[src/rtl/serial_tx_framer_if.sv]
// Word handshake between the lab control logic and the serial framer.
// The control side drives data/valid (master); the framer returns ready (slave).
interface serial_tx_framer_if #(
  parameter int DATA_W = 8
);
  logic [DATA_W-1:0] tx_data;
  logic              tx_valid;
  logic              tx_ready;

  modport master (
    output tx_data,
    output tx_valid,
    input  tx_ready
  );

  modport slave (
    input  tx_data,
    input  tx_valid,
    output tx_ready
  );
endinterface

[src/rtl/serial_tx_framer.sv]
// Start/stop framed serial transmitter, LSB first, CLKS_PER_BIT clocks per bit.
// Define SERIAL_TX_PARITY_EN to append an even-parity bit between data and stop.
//
// state    | meaning
// ---------+---------------------------------------------------------------
// S_IDLE   | line high, ready for a word
// S_START  | start bit (line low)
// S_DATA   | payload bits, shreg_q[0] on the line, shifted at each bit end
// S_PARITY | even parity of the latched word (parity build only)
// S_STOP   | stop bit (line high); last cycle pulses done and may accept
module serial_tx_framer #(
  parameter int DATA_W       = 8,
  parameter int CLKS_PER_BIT = 868
) (
  input  logic                clk,
  input  logic                rst,
  serial_tx_framer_if.slave   tx_if,
  output logic                tx_serial,
  output logic                tx_busy,
  output logic                tx_done
);

  localparam int BAUD_W = $clog2(CLKS_PER_BIT);
  localparam int BIT_W  = $clog2(DATA_W + 1);
  localparam logic [BAUD_W-1:0] BAUD_LAST = BAUD_W'(CLKS_PER_BIT - 1);
  localparam logic [BIT_W-1:0]  BIT_LAST  = BIT_W'(DATA_W - 1);

`ifdef SERIAL_TX_PARITY_EN
  typedef enum logic [2:0] {S_IDLE, S_START, S_DATA, S_PARITY, S_STOP} state_t;
`else
  typedef enum logic [1:0] {S_IDLE, S_START, S_DATA, S_STOP} state_t;
`endif

  state_t              state_q, state_d;
  logic [BAUD_W-1:0]   baud_q, baud_d;
  logic [BIT_W-1:0]    bit_q, bit_d;
  logic [DATA_W-1:0]   shreg_q, shreg_d;
  logic                serial_q, serial_d;
  logic                ready_q, ready_d;
  logic                busy_q, busy_d;
  logic                done_q, done_d;
`ifdef SERIAL_TX_PARITY_EN
  logic                parity_q, parity_d;
`endif

  logic                bit_end;
  logic                accept;
  logic                load;

  always_comb begin
    state_d = state_q;
    bit_d   = bit_q;
    shreg_d = shreg_q;
`ifdef SERIAL_TX_PARITY_EN
    parity_d = parity_q;
`endif
    load    = 1'b0;
    bit_end = (baud_q == BAUD_LAST);
    accept  = tx_if.tx_valid && ready_q;
    baud_d  = bit_end ? '0 : baud_q + 1'b1;

    case (state_q)
      S_IDLE: begin
        baud_d = '0;
        bit_d  = '0;
        load   = accept;
      end
      S_START: begin
        if (bit_end) begin
          state_d = S_DATA;
        end
      end
      S_DATA: begin
        if (bit_end) begin
          shreg_d = shreg_q >> 1;
          if (bit_q == BIT_LAST) begin
            bit_d = '0;
`ifdef SERIAL_TX_PARITY_EN
            state_d = S_PARITY;
`else
            state_d = S_STOP;
`endif
          end else begin
            bit_d = bit_q + 1'b1;
          end
        end
      end
`ifdef SERIAL_TX_PARITY_EN
      S_PARITY: begin
        if (bit_end) begin
          state_d = S_STOP;
        end
      end
`endif
      S_STOP: begin
        // Ready is already high on the final stop cycle, so a waiting word
        // is taken here and its start bit follows with no idle gap.
        if (bit_end) begin
          if (accept) begin
            load = 1'b1;
          end else begin
            state_d = S_IDLE;
          end
        end
      end
      default: begin
        state_d = S_IDLE;
        baud_d  = '0;
        bit_d   = '0;
      end
    endcase

    if (load) begin
      state_d = S_START;
      baud_d  = '0;
      bit_d   = '0;
      shreg_d = tx_if.tx_data;
`ifdef SERIAL_TX_PARITY_EN
      parity_d = ^tx_if.tx_data;
`endif
    end

    // Outputs are registered, so they are decoded from the next state.
    done_d  = (state_d == S_STOP) && (baud_d == BAUD_LAST);
    ready_d = (state_d == S_IDLE) || done_d;
    busy_d  = (state_d != S_IDLE);
    case (state_d)
      S_START:  serial_d = 1'b0;
      S_DATA:   serial_d = shreg_d[0];
`ifdef SERIAL_TX_PARITY_EN
      S_PARITY: serial_d = parity_d;
`endif
      default:  serial_d = 1'b1;
    endcase
  end

  always_ff @(posedge clk) begin
    if (rst) begin
      state_q  <= S_IDLE;
      baud_q   <= '0;
      bit_q    <= '0;
      shreg_q  <= '0;
      serial_q <= 1'b1;
      ready_q  <= 1'b0;
      busy_q   <= 1'b0;
      done_q   <= 1'b0;
`ifdef SERIAL_TX_PARITY_EN
      parity_q <= 1'b0;
`endif
    end else begin
      state_q  <= state_d;
      baud_q   <= baud_d;
      bit_q    <= bit_d;
      shreg_q  <= shreg_d;
      serial_q <= serial_d;
      ready_q  <= ready_d;
      busy_q   <= busy_d;
      done_q   <= done_d;
`ifdef SERIAL_TX_PARITY_EN
      parity_q <= parity_d;
`endif
    end
  end

  assign tx_if.tx_ready = ready_q;
  assign tx_serial      = serial_q;
  assign tx_busy        = busy_q;
  assign tx_done        = done_q;

endmodule

[src/flat_wrapper.sv]
// flat-port wrapper written by rule: the top's interface ports become plain ports
module serial_tx_framer_flat 
#(
  parameter int DATA_W       = 8,
  parameter int CLKS_PER_BIT = 868
)
  (clk, rst, tx_serial, tx_busy, tx_done, tx_if_tx_data, tx_if_tx_valid, tx_if_tx_ready);
  serial_tx_framer_if #(.DATA_W(DATA_W)) tx_if_i ();
  input  logic clk;
  input  logic rst;
  output logic tx_serial;
  output logic tx_busy;
  output logic tx_done;
  input wire logic [$bits(tx_if_i.tx_data)-1:0] tx_if_tx_data;
  input wire logic [$bits(tx_if_i.tx_valid)-1:0] tx_if_tx_valid;
  output wire logic [$bits(tx_if_i.tx_ready)-1:0] tx_if_tx_ready;
  assign tx_if_i.tx_data = tx_if_tx_data;
  assign tx_if_i.tx_valid = tx_if_tx_valid;
  assign tx_if_tx_ready = tx_if_i.tx_ready;
  serial_tx_framer #(.DATA_W(DATA_W), .CLKS_PER_BIT(CLKS_PER_BIT)) u_core (.clk(clk), .rst(rst), .tx_if(tx_if_i), .tx_serial(tx_serial), .tx_busy(tx_busy), .tx_done(tx_done));
endmodule
[config.mk]
export PLATFORM = sky130hd
export DESIGN_NAME = serial_tx_framer_flat
export DESIGN_NICKNAME = d
export VERILOG_FILES = /design/src/rtl/serial_tx_framer_if.sv /design/src/rtl/serial_tx_framer.sv /design/src/flat_wrapper.sv
export SDC_FILE = /design/constraint.sdc
export NUM_CORES = 1
export LEC_CHECK = 0
export BUFFER_PORTS_ARGS = -buffer_cell sky130_fd_sc_hd__clkbuf_2
export CORE_MARGIN = 2
export CORE_UTILIZATION = 50
export CTS_CLUSTER_DIAMETER = 40
export CTS_CLUSTER_SIZE = 8
export DETAILED_ROUTE_END_ITERATION = 8
export PLACE_DENSITY = 0.69
export SLEW_MARGIN = 40
export SYNTH_ARGS = -nofsm -noshare
export SYNTH_HDL_FRONTEND = slang
export SYNTH_SLANG_ARGS = --single-unit
[constraint.sdc]
create_clock -name clk -period 2.72 [get_ports clk]
set_input_delay 0.408 -clock clk [delete_from_list [all_inputs] [get_ports clk]]
set_output_delay 0.408 -clock clk [all_outputs]
set_load 0.01 [all_outputs]
==> impl_metrics.env <==
export IMPL_status="completed"
export IMPL_numCtsBuffers=3
export IMPL_fin_worst_skew_ps=4.19
export IMPL_yosys_area_top_type_share=0.389
export IMPL_power_density_nw_per_um2=718
export IMPL_gp_congestion=0.816
export IMPL_cp_arrival_ps=2570
export IMPL_synth_cells=173
export IMPL_intPower_uw=720
export IMPL_via_count=1259
export IMPL_yosysSeqAreaShare=0.389
export IMPL_vias_per_cell=5.86
export IMPL_layout_setup_ws_ps=431
export IMPL_p_sw_uw=393
export IMPL_swShare=0.353
export IMPL_insertion_delay_ps=330
export IMPL_yosys_cell_count_top_type="dfxtp_1"
export IMPL_maxCapViolations=0
export IMPL_grt_max_degree=17
export IMPL_drc_errors=0
export IMPL_synth_common_cells="dfxtp_1 (28), nor2_1 (26), nand2_1 (19)"
export IMPL_hp_class="in2reg"
export IMPL_root_buffer="clkbuf_4"
export IMPL_grt_remaining_overflow=0
export IMPL_grt_pass1_vias=1119
export IMPL_cts_tree="done"
export IMPL_drtIter0Drc=27
export IMPL_num_antenna_cells=0
export IMPL_drv_slew=0
export IMPL_ant_nets=0
export IMPL_pwr_share_clk=0.185
export IMPL_final_cell_count_no_fill=215
export IMPL_synthFlopType="dfxtp_1"
export IMPL_slew_headroom=0.668
export IMPL_dr_pass1_iters=4
export IMPL_core_um2=2760
export IMPL_worstPathRequired_ps=3000
export IMPL_io_pins=15
export IMPL_tightestPinTransition_ps=496
export IMPL_fin_nets=203
export IMPL_reg2reg_slack_ps=430
export IMPL_drive_gt1_frac=0.120
export IMPL_clkSinkCount=28
export IMPL_timing_hold_ws_ps=310
export IMPL_clockBufferDepth=2
export IMPL_synth_area_leader_cell="dfxtp_1"
export IMPL_worstSetupEndpointType="register"
export IMPL_grt_use_total=0.187
export IMPL_wl_um=2890
export IMPL_p_leak_uw=0.000591
export IMPL_period_needed_ps=2290
export IMPL_fin_crit_sh=0.842
export IMPL_htree_levels=1
export IMPL_die_h_um=57.7
export IMPL_post_cts_resized=0
export IMPL_seq_power_share=0.476
export IMPL_avgSynthCellArea_um2=8.34
export IMPL_area_delta_synth_final_pct=7.37
export IMPL_dp_cells=211
export IMPL_grt_pass1_wl_um=4950
export IMPL_die_area_um2=3330
export IMPL_dpl_cell_area_um2=1510
export IMPL_start_util=0.523
export IMPL_async_flop_share=0
export IMPL_path_max_fanout=16
export IMPL_post_drt_wl_per_cell_um=13.4
export IMPL_yosysWarnings=0
export IMPL_syn_nets=191
export IMPL_ir_drop_v=0.000440
export IMPL_crit_type="reg2reg"
export IMPL_finalHoldViolations=0
export IMPL_setup_viol=0
export IMPL_synth_edff_count=0
export IMPL_rsz0062_at_grt="false"
export IMPL_yosysUniqueCellTypes=44
export IMPL_clk_pin_slew_ps=150
export IMPL_fp_dieW_um=57.7
export IMPL_pwr_share_comb=0.339
export IMPL_stdcell_area_um2=1550
export IMPL_dp_hpwl_um=2120
export IMPL_rows=19
export IMPL_antenna_found_initial=0
export IMPL_postCtsHoldBufs=0
export IMPL_syn_cell_area_um2=1440
export IMPL_synth_seq_cells=28
export IMPL_dp_slack_ps=491
export IMPL_fin_setup_tns_ps=0
export IMPL_startpoint_type="register"
export IMPL_fmax_ghz=0.437
export IMPL_cts_setup_buffers=0
export IMPL_synth_area_top_cells="dfxtp_1 (39%), nor2_1 (6.8%), ha_1 (6.1%), nand2_1 (4.9%), a311oi_1 (3.6%)"
export IMPL_portBuffers=14
==> power groups by stage <==
stage                     clock, uW  sequential (uW)  combinational (uW)
after floorplan                   0              533                 277
after global placement            0              534                 360
after detailed placement          0              538                 370
after CTS                       212              529                 373
after global routing            222              537                 418
final                           206              529                 378
==> cell type report <==
class	count	area [um2]
Fill cell	250	1210
Multi-Input combinational cell	133	825
Sequential cell	28	561
Timing Repair Buffer	14	70.1
Tap cell	31	38.8
Clock buffer	4	36.3
Inverter	5	18.8
==> critical path: stages, from the launching register on <==
cell and delay [ps]:
dfxtp_1 380, ha_1 320, and4b_1 260, a41o_1 270
nand2_1 390, nand2b_1 230, nor2_1 190, and4_1 200
==> cell families after synthesis <==
| logic type | count (synthesis) | synth area share |
|---|---|---|
| compound gates | 32 | 0.155 |
| xor+xnor | 9 | 0.0546 |
| fa+ha+maj | 7 | 0.0607 |
| buf+inv | 12 | 0.0399 |
| flops | 28 | 0.389 |
| mux | 1 | 0.00694 |
| simple gates | 84 | 0.294 |
==> cell usage in the layout, fill, tap and decap left out, types with 3 or more instances in the layout <==
cell / synthesis / final
clkbuf_4: 0 / 3
xnor2_1: 4 / 4
nand3_1: 8 / 8
nor3_1: 3 / 3
dfxtp_1: 28 / 28
nand2_1: 19 / 19
clkbuf_2: 0 / 14
a311oi_1: 6 / 6
and2_1: 3 / 3
xor2_1: 5 / 5
o21ai_0: 6 / 6
nand4_1: 4 / 4
a21oi_1: 7 / 7
inv_1: 5 / 5
ha_1: 7 / 7
and3_1: 4 / 4
nor2_1: 26 / 26
==> worst paths after layout <==
check,start,to,depth (start not counted)
worst max-delay path,u_core.baud_q[0],u_core.tx_done,7
worst min-delay path,tx_if_tx_data[7],u_core.shreg_q[7],3
worst max register to register,u_core.baud_q[0],u_core.tx_done,7
worst min register to register,u_core.shreg_q[2],u_core.shreg_q[1],2
==> flip-flops by register name, indices dropped and copies added (netlist names) <==
| name | count |
|---|---|
| u_core.tx_busy | 1 |
| u_core.shreg_q | 8 |
| u_core.tx_if.tx_ready | 1 |
| u_core.state_q | 2 |
| u_core.tx_serial | 1 |
| u_core.bit_q | 4 |
| u_core.baud_q | 10 |
| u_core.tx_done | 1 |
==> per-stage QoR <==
step | utilization | power [uW]
6_report | 0.562 | 1110
3_5_place_dp | 0.549 | 908
2_1_floorplan | - | 810
5_1_grt | 0.562 | 1180
4_1_cts | 0.562 | 1110
3_3_place_gp | 0.549 | 893
==> metal layers <==
metal  vias to the layer above  global-route usage  wire length [um]
met2                        29               0.271              1230
met1                       584               0.285              1480
li1                        640                   -                 -
met4                         0              0.0731                46
met3                         6              0.0201               138
met5                         -                   0                 0
(Power assumes the default switching activity.)
